--- config.mk ---
export PLATFORM = sky130hd
export DESIGN_NAME = t_ctrl_stall_seq
export DESIGN_NICKNAME = d
export VERILOG_FILES = /design/src/rtl/t_ctrl_stall_seq.sv
export SDC_FILE = /design/constraint.sdc
export NUM_CORES = 1
export LEC_CHECK = 0
export ABC_AREA = 1
export CAP_MARGIN = 30
export CELL_PAD_IN_SITES_DETAIL_PLACEMENT = 2
export CELL_PAD_IN_SITES_GLOBAL_PLACEMENT = 2
export CORE_UTILIZATION = 30
export CTS_BUF_LIST = sky130_fd_sc_hd__clkbuf_16
export DETAILED_ROUTE_END_ITERATION = 10
export GPL_TIMING_DRIVEN = 1
export HOLD_SLACK_MARGIN = 0.12
export PLACE_DENSITY = 0.78
export REMOVE_ABC_BUFFERS = 1
export SLEW_MARGIN = 20
export SYNTH_ARGS = -nofsm -noshare
export SYNTH_HDL_FRONTEND = slang
export SYNTH_SLANG_ARGS = --single-unit
--- constraint.sdc ---
create_clock -name clk_i -period 1.8 [get_ports clk_i]
set_input_delay 0.36 -clock clk_i [delete_from_list [all_inputs] [get_ports clk_i]]
set_output_delay 0.36 -clock clk_i [all_outputs]
set_load 0.02 [all_outputs]
--- src/rtl/t_ctrl_stall_seq.sv ---
// Pipeline stall/flush sequencer for the tProc control core.
// Turns hazard, flush, back-pressure and halt requests into per-stage advance enables and NOP strobes.
module t_ctrl_stall_seq #(
    parameter int FLUSH_CYC = 2,
    parameter int TMO_CYC   = 1024,
    parameter int CNT_W     = 16
) (
    input  logic             clk_i,
    input  logic             rst_ni,
    input  logic             en_i,
    input  logic             halt_req_i,
    input  logic             resume_i,
    input  logic             ext_wait_i,
    input  logic             flush_i,
    input  logic             bubble_id_i,
    input  logic             bubble_rd_i,
    output logic             pc_en_o,
    output logic             id_en_o,
    output logic             rd_en_o,
    output logic             x_en_o,
    output logic             id_nop_o,
    output logic             rd_nop_o,
    output logic             flush_o,
    output logic             halted_o,
    output logic [1:0]       state_o,
    output logic [CNT_W-1:0] stall_cnt_o,
    output logic             timeout_o
);

    typedef enum logic [1:0] {
        S_IDLE  = 2'd0,
        S_RUN   = 2'd1,
        S_FLUSH = 2'd2,
        S_HALT  = 2'd3
    } state_t;

    localparam int              TMO_W      = $clog2(TMO_CYC);
    localparam logic [3:0]      FLUSH_LOAD = 4'(FLUSH_CYC - 1);
    localparam logic [TMO_W-1:0] TMO_LAST  = TMO_W'(TMO_CYC - 1);

    state_t           state_q, state_d;
    logic [3:0]       flush_cnt_q, flush_cnt_d;
    logic [TMO_W-1:0] consec_q, consec_d;
    logic [CNT_W-1:0] stall_cnt_q, stall_cnt_d;
    logic             timeout_q, timeout_d;
    logic             stall;

    // NOTE: non-blocking assignments only in clocked blocks so every flop samples pre-edge values.
    always_ff @(posedge clk_i or negedge rst_ni) begin
        if (!rst_ni) begin
            state_q     <= S_IDLE;
            flush_cnt_q <= '0;
            consec_q    <= '0;
            stall_cnt_q <= '0;
            timeout_q   <= 1'b0;
        end else begin
            state_q     <= state_d;
            flush_cnt_q <= flush_cnt_d;
            consec_q    <= consec_d;
            stall_cnt_q <= stall_cnt_d;
            timeout_q   <= timeout_d;
        end
    end

    // NOTE: every comb output gets a default first, so no path can infer a latch.
    always_comb begin
        state_d     = state_q;
        flush_cnt_d = flush_cnt_q;
        consec_d    = consec_q;
        stall_cnt_d = stall_cnt_q;
        timeout_d   = timeout_q;

        if (!en_i) begin
            state_d     = S_IDLE;
            flush_cnt_d = '0;
            consec_d    = '0;
            timeout_d   = 1'b0;
        end else begin
            unique case (state_q)
                S_IDLE: state_d = S_RUN;
                S_RUN: begin
                    if (ext_wait_i) begin
                        state_d = S_RUN;
                    end else if (flush_i) begin
                        state_d     = S_FLUSH;
                        flush_cnt_d = FLUSH_LOAD;
                    end else if (!bubble_rd_i && !bubble_id_i && halt_req_i) begin
                        state_d = S_HALT;
                    end
                end
                S_FLUSH: begin
                    // Back-pressure freezes the flush window; a new jump restarts it.
                    if (ext_wait_i) begin
                        flush_cnt_d = flush_cnt_q;
                    end else if (flush_i) begin
                        flush_cnt_d = FLUSH_LOAD;
                    end else if (flush_cnt_q == '0) begin
                        state_d = S_RUN;
                    end else begin
                        flush_cnt_d = flush_cnt_q - 4'd1;
                    end
                end
                S_HALT: if (resume_i) state_d = S_RUN;
                default: state_d = S_IDLE;
            endcase

            if (stall) begin
                if (stall_cnt_q != '1) stall_cnt_d = stall_cnt_q + 1'b1;
                if (consec_q == TMO_LAST) timeout_d = 1'b1;
                else                      consec_d  = consec_q + 1'b1;
            end else begin
                consec_d = '0;
            end
        end
    end

    always_comb begin
        pc_en_o  = 1'b0;
        id_en_o  = 1'b0;
        rd_en_o  = 1'b0;
        x_en_o   = 1'b0;
        id_nop_o = 1'b0;
        rd_nop_o = 1'b0;
        flush_o  = 1'b0;
        halted_o = 1'b0;
        stall    = 1'b0;

        if (en_i) begin
            unique case (state_q)
                S_RUN: begin
                    if (ext_wait_i) begin
                        stall = 1'b1;
                    end else if (flush_i) begin
                        {pc_en_o, id_en_o, rd_en_o, x_en_o} = 4'b1111;
                        id_nop_o = 1'b1;
                    end else if (bubble_rd_i) begin
                        x_en_o   = 1'b1;
                        rd_nop_o = 1'b1;
                        stall    = 1'b1;
                    end else if (bubble_id_i) begin
                        rd_en_o  = 1'b1;
                        x_en_o   = 1'b1;
                        id_nop_o = 1'b1;
                        stall    = 1'b1;
                    end else if (!halt_req_i) begin
                        {pc_en_o, id_en_o, rd_en_o, x_en_o} = 4'b1111;
                    end
                end
                S_FLUSH: begin
                    flush_o = 1'b1;
                    if (ext_wait_i) begin
                        stall = 1'b1;
                    end else begin
                        {pc_en_o, id_en_o, rd_en_o, x_en_o} = 4'b1111;
                        id_nop_o = 1'b1;
                    end
                end
                S_HALT:  halted_o = 1'b1;
                default: ;
            endcase
        end
    end

    assign state_o     = state_q;
    assign stall_cnt_o = stall_cnt_q;
    assign timeout_o   = timeout_q;

endmodule
==> run summary <==
The type of the setup path with the least slack is flip-flop to output pin. The number of pins with negative max-slew slack in the final report was 0; the via count of the first global-routing pass was 2,610. Layout cell share with drive strength beyond 1: 26.07%.

Buffers placed on the I/O ports in this run total 35. The path type of the worst min-delay path was input pin to asynchronous set/reset pin. The H-tree level count came out at 2.

The logs give 2.822 mW for the power after layout and 414 for the number of nets at the end of the flow. The congestion estimate from routability-driven global placement came to 0.7694. Dividing the detail-routed wire length by the instance count gives 18.79 um.

The library cell used most frequently in the layout, excluding fill and tap cells, is nand2_1. Setup violations remaining at the end of the flow were counted as 13. The worst path uses 108.5% of the clock period.

VDD sags by at most 389.8 uV. STA puts the critical path data arrival time at 1.59 ns. Synthesis inferred 33 register bits. In this run the static leakage power is 1.698 nW. The top cell types in the final layout, fill and taps aside, are 107 x nand2_1, 38 x inv_1, 32 x dfrtp_1. The worst pin sits at a relative slew slack of 69.21%.

The tools report the sort of element at the start of the critical path as a flip-flop. Counting every sink on the clock net gives 33. Pin placement for this block handled 36 I/O pins. Summed over all layers, the routed wires come to 9359 um.

The signal on the critical path passes through ha_4, buf_6, nand3_2, nand2_2, a31oi_1, nor2_1, buf_4. The post-route DRC violation count is 0, and the delay of the slowest cell on the worst path is 0.45 ns. The tools report the first-pass detailed-route iteration total as 4. The slowest stage of the critical path is the dfrtp_2 cell. The area growth from synthesis to final layout is 47.78%, and the per-instance average area after synthesis is 6.937 um2. The tools report the root buffer cell as clkbuf_16. The flow ran to the end, but the final reports show violations. The cell area that synthesis handed to floorplanning was 2255 um2. The worst path needs 1.952 ns of the cycle, external delays included. The overall global routing resource usage was 21.67%. Clock-pin slew was measured on the worst setup and hold paths at 0.06 ns. The logs give 0 for the count of endpoints failing hold in the final timing report and 31.09% for the starting density of the core. After synthesis, flip-flops and latches occupy 36.63% of the total area.

For this block, the initial DRC count from the detailed router was 53. The longest clock path from root to sink contains 2 buffers. The die extent in y works out to 88.69 um.

At the worst endpoint, the required time is 1.44 ns. The final worst-path setup slack is -0.1521 ns, and the number of CTS-inserted buffers is 5. The via count was 2,486; the width of the die was 88.69 um. Number of core rows: 31. TritonCTS built the clock tree. In the synthesized netlist the async set-or-reset flop fraction comes to 100.0%. After global routing the overflow that remains totals 0.

The worst hold-check slack was 0.4975 ns. The cell count after synthesis came out at 325. The sum of net half-perimeters after detailed placement was 5499 um; the number of nets with antenna violations after detailed routing was 0. In the synthesized netlist the dominant register cell turns out to be dfrtp_1.

The detailed-route vias per instance was 4.992; the number of antenna repair diodes was 0. Floorplan die area: 7866 um2. At the pin with the least slew margin, the transition time is 0.4619 ns. The clock arrives with 0.01105 ns of skew.

Setup repair after global routing could not meet its margin everywhere. The global-route wire length before repair was 12,990 um; the maximum number of pins on one net before global-route repair was 34. The type of destination of the critical path was an output pin. Core footprint: 7253 um2. In this run, synthesis inferred 0 flip-flops with an integrated enable. The checks that failed: negative setup slack. For the max-capacitance violation count, the log shows 0. Number of antenna violations at the first check in global routing: 0. Ratio of total power to cell area: 847.1 nW/um2.

Based on the critical path, the design can be clocked at up to 512.3 MHz. The peak fanout along the critical path was 4. During synthesis, Yosys emitted a total of 0 warnings. Clock latency on the worst-skew pair, taken at its later pin, is 0.28 ns. After synthesis, the netlist uses 28 different library cells.
path summary, 6_finish.rpt:
kind,cells past startpoint,to,from,slack [ns]
worst min register to register,2,timeout_o$_DFFE_PN0P_,timeout_o$_DFFE_PN0P_,0.50
worst max register to register,13,stall_cnt_o[8]$_DFFE_PN0P_,state_o[1]$_DFFE_PN0P_,-0.04
worst max-delay path,7,id_nop_o,state_o[0]$_DFFE_PN0P_,-0.15
max in group asynchronous,2,state_o[0]$_DFFE_PN0P_,rst_ni,0.93
worst min-delay path,2,consec_q[9]$_DFFE_PN0P_,rst_ni,0.50
min in group clk_i,2,timeout_o$_DFFE_PN0P_,timeout_o$_DFFE_PN0P_,0.50
metrics by stage:
stage | TNS [ns] | setup WS, ns | util [%] | instances | instance area (um2)
after floorplan | -0.8398 | -0.2884 | - | 319 | 2207
after global placement | -7.833 | -0.6317 | 39.93 | 480 | 2897
after detailed placement | -9.204 | -0.6644 | 39.93 | 480 | 2897
after CTS | -0.5902 | -0.1110 | 43.02 | 493 | 3120
after global routing | -1.667 | -0.1856 | 45.94 | 498 | 3332
final | -0.7843 | -0.1521 | 45.94 | 498 | 3332
critical path: cells and delay by family (launching register included):
kind,cells,cell delay (ns)
flops,1,0.45
fa+ha+maj,1,0.20
buf+inv,2,0.26
simple gates,3,0.25
compound gates,1,0.15
cells by family (layout without fill, tap and decap cells):
| logic type | Yosys count | in the layout | synth area share, % |
|---|---|---|---|
| AO/OA/AOI/OAI | 25 | 25 | 6.881 |
| XOR/XNOR | 9 | 9 | 3.496 |
| adder cells (fa/ha/maj) | 7 | 7 | 3.884 |
| buffers and inverters | 52 | 125 | 9.878 |
| flip-flops | 33 | 33 | 36.63 |
| AND/OR/NAND/NOR | 199 | 200 | 39.23 |
synth_stat cells, types with 4 or more instances:
master | n | area [um2]
a21oi_1 | 7 | 35.03
dfrtp_1 | 33 | 825.8
ha_1 | 7 | 87.58
inv_1 | 41 | 153.9
nand2_1 | 117 | 439.2
nand2_2 | 5 | 31.28
nand3_1 | 24 | 120.1
nand4_1 | 9 | 56.30
nor2_1 | 29 | 108.9
nor2_4 | 4 | 45.04
o21ai_0 | 11 | 55.05
o21ai_2 | 4 | 35.03
xor2_1 | 6 | 52.55
routing by layer:
metal,GRT usage (%),up-vias,part of all wire [%]
met1,25.85,1252,41
met5,0,-,0
met3,2.892,20,2.1
met4,4.692,0,2.4
li1,-,1163,-
met2,41.05,51,54
final cells by class:
type	count	area (um2)
flip-flops and latches	33	827.0
fillers	856	3921
well taps	99	123.9
clock inverters	3	37.54
multi-input cells	241	1341
clock buffers	5	125.1
repair buffers	71	698.2
inverters	46	178.9
state kept, by name (all words and copies together), names as in the netlist:
signal	count
consec_q	10
flush_cnt_q	4
stall_cnt_o	16
state_o	2
timeout_o	1
power breakdown:
group / internal, mW / total [mW] / switching, mW
registers: 0.827 / 0.969 / 0.143
logic: 0.385 / 0.861 / 0.477
clock network: 0.644 / 0.992 / 0.348
total: 1.86 / 2.82 / 0.967
timing repair:
action,in CTS,in global routing
setup endpoints to repair,33,40
gates resized for setup,57,40
setup buffers,4,3
gates cloned,1,3
hold buffers,0,0
pin swaps,5,9
No activity file was read; power rests on OpenSTA's default activity.
